--- src/rtl/dro_pulse_sequencer.sv ---
// dro_pulse_sequencer
//   Driver and scoreboard for a destructive-readout (DRO) cell. Accepts one
//   command at a time (NOP / SET / READ), produces registered set or reset
//   pulses PULSE_W cycles wide, samples dro_out across the read pulse plus WIN
//   further cycles, and reports the read result together with an error strobe
//   whenever the DRO output disagrees with the bit it is expected to hold or
//   fires outside a read window.
//
// Ports:
//   clk, rst_n              clock, asynchronous active-low reset
//   cmd_valid/cmd_ready     command handshake (ready only while idle)
//   cmd_op                  00 NOP, 01 SET, 10 READ, 11 illegal
//   cmd_gap                 idle cycles inserted after the command completes
//   set, reset              DRO pulse outputs
//   dro_out                 DRO output, sampled on clk
//   rd_valid, rd_data       one-cycle read result strobe and value
//   err                     one-cycle error strobe
//   busy                    sequencer not idle
//   set_count, read_count   saturating statistics counters
module dro_pulse_sequencer #(
  parameter int PULSE_W = 2,
  parameter int WIN     = 4,
  parameter int GAP_W   = 8,
  parameter int CNT_W   = 16
) (
  input  logic             clk,
  input  logic             rst_n,
  input  logic             cmd_valid,
  output logic             cmd_ready,
  input  logic [1:0]       cmd_op,
  input  logic [GAP_W-1:0] cmd_gap,
  output logic             set,
  output logic             reset,
  input  logic             dro_out,
  output logic             rd_valid,
  output logic             rd_data,
  output logic             err,
  output logic             busy,
  output logic [CNT_W-1:0] set_count,
  output logic [CNT_W-1:0] read_count
);

  typedef enum logic [1:0] {IDLE, PULSE, WINDOW, GAP} state_t;

  localparam logic [1:0] OP_NOP  = 2'b00;
  localparam logic [1:0] OP_SET  = 2'b01;
  localparam logic [1:0] OP_READ = 2'b10;
  localparam logic [1:0] OP_ILL  = 2'b11;

  // One down-counter is shared by the pulse, window and gap phases, so it
  // must be wide enough for whichever of them is longest.
  localparam int TW = (GAP_W > 16) ? GAP_W : 16;

  state_t           state_q, state_d;
  logic [TW-1:0]    timer_q, timer_d;
  logic [1:0]       op_q, op_d;
  logic [GAP_W-1:0] gap_q, gap_d;
  logic             expected_q, expected_d;
  logic             seen_q, seen_d;
  logic             in_window, seen_now;

  logic             cmd_ready_d, set_d, reset_d, rd_valid_d, rd_data_d, err_d, busy_d;
  logic [CNT_W-1:0] set_count_d, read_count_d;

  // Next-state and next-output logic. Every output is computed here and then
  // registered, so the DRO sees glitch-free pulses aligned to clk.
  always_comb begin
    state_d      = state_q;
    timer_d      = timer_q;
    op_d         = op_q;
    gap_d        = gap_q;
    expected_d   = expected_q;
    seen_d       = seen_q;
    set_d        = 1'b0;
    reset_d      = 1'b0;
    rd_valid_d   = 1'b0;
    rd_data_d    = 1'b0;
    set_count_d  = set_count;
    read_count_d = read_count;
    seen_now     = seen_q | dro_out;

    // The read window spans the reset pulse itself plus the WIN tail cycles;
    // any DRO activity elsewhere is treated as spurious.
    in_window = ((state_q == PULSE) && (op_q == OP_READ)) || (state_q == WINDOW);
    err_d     = dro_out && !in_window;

    case (state_q)
      IDLE: begin
        if (cmd_valid && cmd_ready) begin
          op_d   = cmd_op;
          gap_d  = cmd_gap;
          seen_d = 1'b0;
          if (cmd_op == OP_SET || cmd_op == OP_READ) begin
            state_d = PULSE;
            timer_d = TW'(PULSE_W - 1);
            set_d   = (cmd_op == OP_SET);
            reset_d = (cmd_op == OP_READ);
            if (cmd_op == OP_SET && set_count != '1)
              set_count_d = set_count + CNT_W'(1);
          end else begin
            if (cmd_op == OP_ILL)
              err_d = 1'b1;
            if (cmd_gap != '0) begin
              state_d = GAP;
              timer_d = TW'(cmd_gap) - TW'(1);
            end
          end
        end
      end

      PULSE: begin
        if (op_q == OP_READ)
          seen_d = seen_now;
        if (timer_q == '0) begin
          if (op_q == OP_READ) begin
            state_d = WINDOW;
            timer_d = TW'(WIN - 1);
          end else begin
            // SET is idempotent: storing into a full DRO keeps the bit at 1.
            expected_d = 1'b1;
            if (gap_q != '0) begin
              state_d = GAP;
              timer_d = TW'(gap_q) - TW'(1);
            end else begin
              state_d = IDLE;
            end
          end
        end else begin
          timer_d = timer_q - TW'(1);
          set_d   = (op_q == OP_SET);
          reset_d = (op_q == OP_READ);
        end
      end

      WINDOW: begin
        seen_d = seen_now;
        if (timer_q == '0) begin
          // A read is destructive, so the expected bit always clears here.
          rd_valid_d = 1'b1;
          rd_data_d  = seen_now;
          if (seen_now != expected_q)
            err_d = 1'b1;
          expected_d = 1'b0;
          if (read_count != '1)
            read_count_d = read_count + CNT_W'(1);
          if (gap_q != '0) begin
            state_d = GAP;
            timer_d = TW'(gap_q) - TW'(1);
          end else begin
            state_d = IDLE;
          end
        end else begin
          timer_d = timer_q - TW'(1);
        end
      end

      GAP: begin
        if (timer_q == '0)
          state_d = IDLE;
        else
          timer_d = timer_q - TW'(1);
      end

      default: state_d = IDLE;
    endcase

    cmd_ready_d = (state_d == IDLE);
    busy_d      = (state_d != IDLE);
  end

  // State and output registers; reset clears everything, even mid-pulse, so
  // cmd_ready only rises on the first clock after rst_n deasserts.
  always_ff @(posedge clk or negedge rst_n) begin
    if (!rst_n) begin
      state_q    <= IDLE;
      timer_q    <= '0;
      op_q       <= OP_NOP;
      gap_q      <= '0;
      expected_q <= 1'b0;
      seen_q     <= 1'b0;
      cmd_ready  <= 1'b0;
      set        <= 1'b0;
      reset      <= 1'b0;
      rd_valid   <= 1'b0;
      rd_data    <= 1'b0;
      err        <= 1'b0;
      busy       <= 1'b0;
      set_count  <= '0;
      read_count <= '0;
    end else begin
      state_q    <= state_d;
      timer_q    <= timer_d;
      op_q       <= op_d;
      gap_q      <= gap_d;
      expected_q <= expected_d;
      seen_q     <= seen_d;
      cmd_ready  <= cmd_ready_d;
      set        <= set_d;
      reset      <= reset_d;
      rd_valid   <= rd_valid_d;
      rd_data    <= rd_data_d;
      err        <= err_d;
      busy       <= busy_d;
      set_count  <= set_count_d;
      read_count <= read_count_d;
    end
  end

endmodule

--- config.mk ---
export PLATFORM = sky130hd
export DESIGN_NAME = dro_pulse_sequencer
export DESIGN_NICKNAME = d
export VERILOG_FILES = /design/src/rtl/dro_pulse_sequencer.sv
export SDC_FILE = /design/constraint.sdc
export NUM_CORES = 1
export LEC_CHECK = 0
export CAP_MARGIN = 10
export CORE_MARGIN = 4
export CORE_UTILIZATION = 60
export DETAILED_ROUTE_END_ITERATION = 10
export GPL_TIMING_DRIVEN = 0
export HOLD_SLACK_MARGIN = 0.12
export PLACE_DENSITY = 0.91
export SETUP_SLACK_MARGIN = 0.3
export SKIP_LAST_GASP = 1
export SLEW_MARGIN = 20
export SYNTH_ARGS = -nofsm -noshare
export SYNTH_HDL_FRONTEND = slang
export SYNTH_SLANG_ARGS = --single-unit
--- constraint.sdc ---
create_clock -name clk -period 3.85 [get_ports clk]
set_input_delay 0.385 -clock clk [delete_from_list [all_inputs] [get_ports clk]]
set_output_delay 0.385 -clock clk [all_outputs]
set_load 0.01 [all_outputs]
**After elaboration in Yosys (flattened, before gate mapping)**

Cells that the tools add are included.

- Flip-flop bits (word level): 69
- Output and inout bits: 39

- Add/subtract/negate cells: 5
- Equal/unequal tests: 18
- Multiplexer cells: 43
- Bitwise gates (word level): 1
- Reduce and logical (&&, ||, !) cells: 21

Operators with widths:

| kind | number |
|---|---|
| $mux W16 | 8 |
| $pmux W16 S4 | 1 |
| $add A16 B1 Y16 const B | 2 |
| $ne A16 B16 Y1 const B | 2 |
| $mux W1 | 20 |
| $sub A8 B1 Y9 const B | 2 |
| $logic_not A16 Y1 | 1 |
| $mux W2 | 8 |
| $reduce_bool A8 Y1 | 2 |
| $sub A16 B1 Y16 const B | 1 |
| $eq A2 B2 Y1 const B | 5 |
| $reduce_and A3 Y1 | 3 |
| $pmux W1 S2 | 4 |
| $pmux W2 S4 | 1 |
| $reduce_and A4 Y1 | 2 |
| $eq A2 B1 Y1 const B | 3 |
| $ne A2 B1 Y1 const B | 3 |
| $ne A2 B2 Y1 const B | 3 |
| $logic_and A1 B1 Y1 | 4 |
| $logic_not A2 Y1 | 2 |
| $reduce_bool A2 Y1 | 2 |
| $ne A3 B3 Y1 const B | 1 |
| $pmux W1 S3 | 1 |
| $reduce_bool A3 Y1 | 1 |
| other kinds (5) | 6 |

**Depth between registers and ports, before layout**

- Depth in word-level cells: 9
- Mapped depth: 10
- Depth with buffers taken out: 8

**Worst setup path after synthesis**

OpenSTA, ideal clock, no wires.

- Kind: reg2reg
- Start point: reg timer_q[0]
- End point: reg timer_q[14]
- Library setup time: 65 ps
- Data arrival time: 2437 ps
- Required time: 3785 ps
- Path slack: 1348 ps
- Cell stages (with the launch flop): 10
- Path buffers: 1
- Clock period less this slack: 2502 ps
- Cell sequence: dfrtp_1 -> inv_1 -> ha_1 -> nor4b_1 -> nand4_4 -> or3_1 -> buf_2 -> or3_1 -> a21oi_1 -> o22a_1

- Cells in the longest elaborated chain, start to end: 3
- Elaborated cells between the ends (all ways): 8
- Those cells by class: 1 x add/sub; 1 x eq/ne; 4 x mux; 2 x reduce/logical

RTL lines:

| element | line | text |
|---|---|---|
| from (decl) | 55 | `logic [TW-1:0] timer_q, timer_d;` |
| from (signal assigned) | 192 | `timer_q <= timer_d;` |
| $sub A16 B1 Y16 / $logic_not A16 Y1 (equally long branches) | -- |  |
| $mux W16, or another cell as far along | 158 | `if (timer_q == '0)` |
| $pmux W16 S4 / $reduce_and A3 Y1 (equally long branches) | -- |  |

Several ways; a longest one is shown, not always the timed one. The select of a mux whose other input is x is not followed.
A chain may end at the register's enable or synchronous reset.

**Worst setup path in the final report**

- Start point: reg timer_q[0]
- End point: reg timer_q[2]

The elaborated chain is that of the path after synthesis.

==> results.json <==
{
  "setup_viol": 0,
  "vias_per_cell": 6.423,
  "p_total_uw": 3260,
  "finalNetCount": 531,
  "placement_rows": 29,
  "antenna_found_initial": 0,
  "grt_pass1_vias": 3745,
  "cp.required_ns": 4.09,
  "cp_cell_sequence": "inv_1 > ha_1 > nor4b_1 > and4_2 > clkbuf_1 > a21boi_0 > clkbuf_1 > clkbuf_1 > a22o_1",
  "synthesis.area_mm2": 0.004116,
  "ff2ff_path_depth": 9,
  "fillCellCount": 450,
  "r2r_start": "timer_q[0]",
  "cts-htree-levels": 3,
  "period_minus_slack_ns": 3.102,
  "worst_slack_ns": 0.7482,
  "vdd_drop_max_uv": 373.0,
  "cp_slowest_cell": "nor4b_1",
  "clk_latency_ns": 0.35,
  "path_clk_slew_ns": 0.09,
  "powerDensity_mw_per_mm2": 656.4,
  "synthCells": 439,
  "synth_edf_count": 0,
  "worstSetupPathType": "reg2reg",
  "cp.arrival_ns": 3.35,
  "dieArea_mm2": 0.008250,
  "start_util_pct": 63.38,
  "max_stage_delay_ns": 0.56,
  "startpoint": "timer_q[0]",
  "dp_slack_ns": 0.5719,
  "synthTopCellsByCount": "dfrtp_1, nand2_1, nor2_1, xnor2_1",
  "portBuffers": 52,
  "syn_area_per_cell_um2": 9.377,
  "reg2reg_slack_ns": 0.75,
  "place_area_mm2": 0.004751,
  "rsz0062_at_grt": "false",
  "cts-root-buf": "clkbuf_8",
  "cts_tree": "done",
  "synth_cell_types": 64,
  "post_cts_resized": 0,
  "clkSinkCount": 69,
  "fin_skew_ns": 0.01225,
  "vias": 3764,
  "ios": 53,
  "worstMarginPinSlew_ns": 0.9412,
  "synthTopCellsByArea": "dfrtp_1, xnor2_1, ha_1",
  "diodes": 0,
  "cp_common_cell": "clkbuf_1",
  "setup-tns-final_ns": 0,
  "ant_nets": 0,
  "syn2layout_area_growth_pct": 20.64,
  "endpoint_kind": "flop",
  "grt_pass1_wl_mm": 17.67,
  "die_width_um": 90.83,
  "slew_viol_final": 0,
  "dieHeight_um": 90.83,
  "drt-total-wl_mm": 10.76,
  "drc": 0,
  "synth_fp_nets": 466,
  "synthDominantCellAreaShare_pct": 41.95,
  "core_mm2": 0.006495,
  "dr.pass1.iters": 6,
  "ys_warn_count": 0,
  "period_share_pct": 80.57,
  "relSlewSlack_pct": 36.68,
  "wl_per_cell_um": 18.36,
  "hpwl_mm": 7.535,
  "fmax_mhz": 322.4,
  "cp-start-kind": "flop",
  "maxCapViolations": 0,
  "drive_above_1_share_pct": 8.644,
  "ys.flop_type": "dfrtp_1",
  "yosysMostFrequentCell": "dfrtp_1",
  "seq_area_frac_synth_pct": 41.95,
  "p_leak_uw": 0.002100,
  "grtUsageTotal_pct": 26.08,
  "min_path_type": "in2async",
  "critPathMaxFanout": 10,
  "synth-seq-cells": 69,
  "async_reset_ff_share_pct": 100.0,
  "grt_max_degree": 42,
  "globalRouteOverflowTotal": 0,
  "timing.rr.end": "timer_q[2]",
  "stdcell_area_mm2": 0.004966,
  "cts_made_buffers": 9,
  "cts_buffer_depth": 2,
  "final_core_util_pct": 76.46,
  "synth_largest_area_cell": "dfrtp_1",
  "hold_viol": 0,
  "outcome": "complete, no violations",
  "drt_iter0_markers": 518,
  "gp_congestion": 0.9264
}
## cell usage in the layout, fill, tap and decap left out, drive strengths merged, types with 3 or more instances in the layout
cell and n:
nor4 9, dfrtp 69, xnor2 28, nand4 10
and2 5, o21ai 24, clkinv 4, o22a 3
nand3 17, clkbuf 22, xor2 14, clkdlybuf4s50 51
nand2 37, o31ai 6, a21oi 25, buf 5
or3 7, o211ai 5, a22o 4, nand2b 6
and4 7, nor3b 3, a32oi 3, and3 5
nor2b 3, nor3 11, a211oi 4, a2bb2oi 3
o22ai 4, ha 13, inv 23, nor2 32
or2 3, mux2 10, or4 4
## timing repair
| item | 4_1_cts | 5_1_grt |
|---|---|---|
| hold buffers | 1 | 0 |
| hold endpoints to repair | 28 | 0 |
| buffers inserted | 0 | 0 |
## report_power, final
part           leakage [µW]  switching, µW  total [µW]  internal, µW
Sequential         0.000910            180        1060           884
Combinational       0.00109            953        1580           630
Clock             0.0000954            311         612           301
## worst max-delay path, delay by kind of cell, from the launching register on
kind / cells / cell delay, ns
AOI/OAI and AO/OA: 2 / 0.47
adders and majority gates: 1 / 0.21
buffers and inverters: 4 / 1.01
DFF: 1 / 0.45
and+or+nand+nor: 2 / 0.86
## cell type report
type,instances,area (µm²),share of cell area [%]
clock buffer,9,123.9,2.494
timing repair buffer,54,548.0,11.04
clock inverter,7,76.32,1.537
inverter,23,86.33,1.738
buffer,16,70.07,1.411
sequential,69,1727,34.77
multi-input combinational,331,2238,45.07
tap,77,96.34,1.940
## state kept, by name, indices dropped and copies added, names as in the netlist, 2 cells and up
name / count
gap_q: 8
op_q: 2
read_count: 16
set_count: 16
state_q: 2
timer_q: 16
## how the worst max path moves through the flow
stage                              end  cells after the start
final                       timer_q[2]                      9
after global routing        timer_q[8]                      9
after CTS                         busy                      7
after detailed placement    timer_q[7]                     10
after global placement    set_count[1]                      1
after floorplan            timer_q[14]                      9
## cell families after synthesis
family          synth area share [%]
xor+xnor                       8.936
fa+ha+maj                      3.951
simple gates                   21.46
buf+inv                        3.799
mux                            3.222
flops                          41.95
compound gates                 16.69
## per-stage QoR
step / instances / hold slack (ns)
floorplan: 439 / 0.08941
global placement: 568 / 0.4795
detailed placement: 569 / 0.3363
CTS: 586 / 0.4964
global route: 586 / 0.5234
finish: 586 / 0.4904
## routing by layer
layer	track usage, %	up-vias	share of wire, %
met1	33.87	1791	40
met2	42.43	185	49
met5	0	-	0
met4	10.68	0	3.5
li1	-	1736	-
met3	5.500	52	7.4
(Power assumes the default switching activity.)
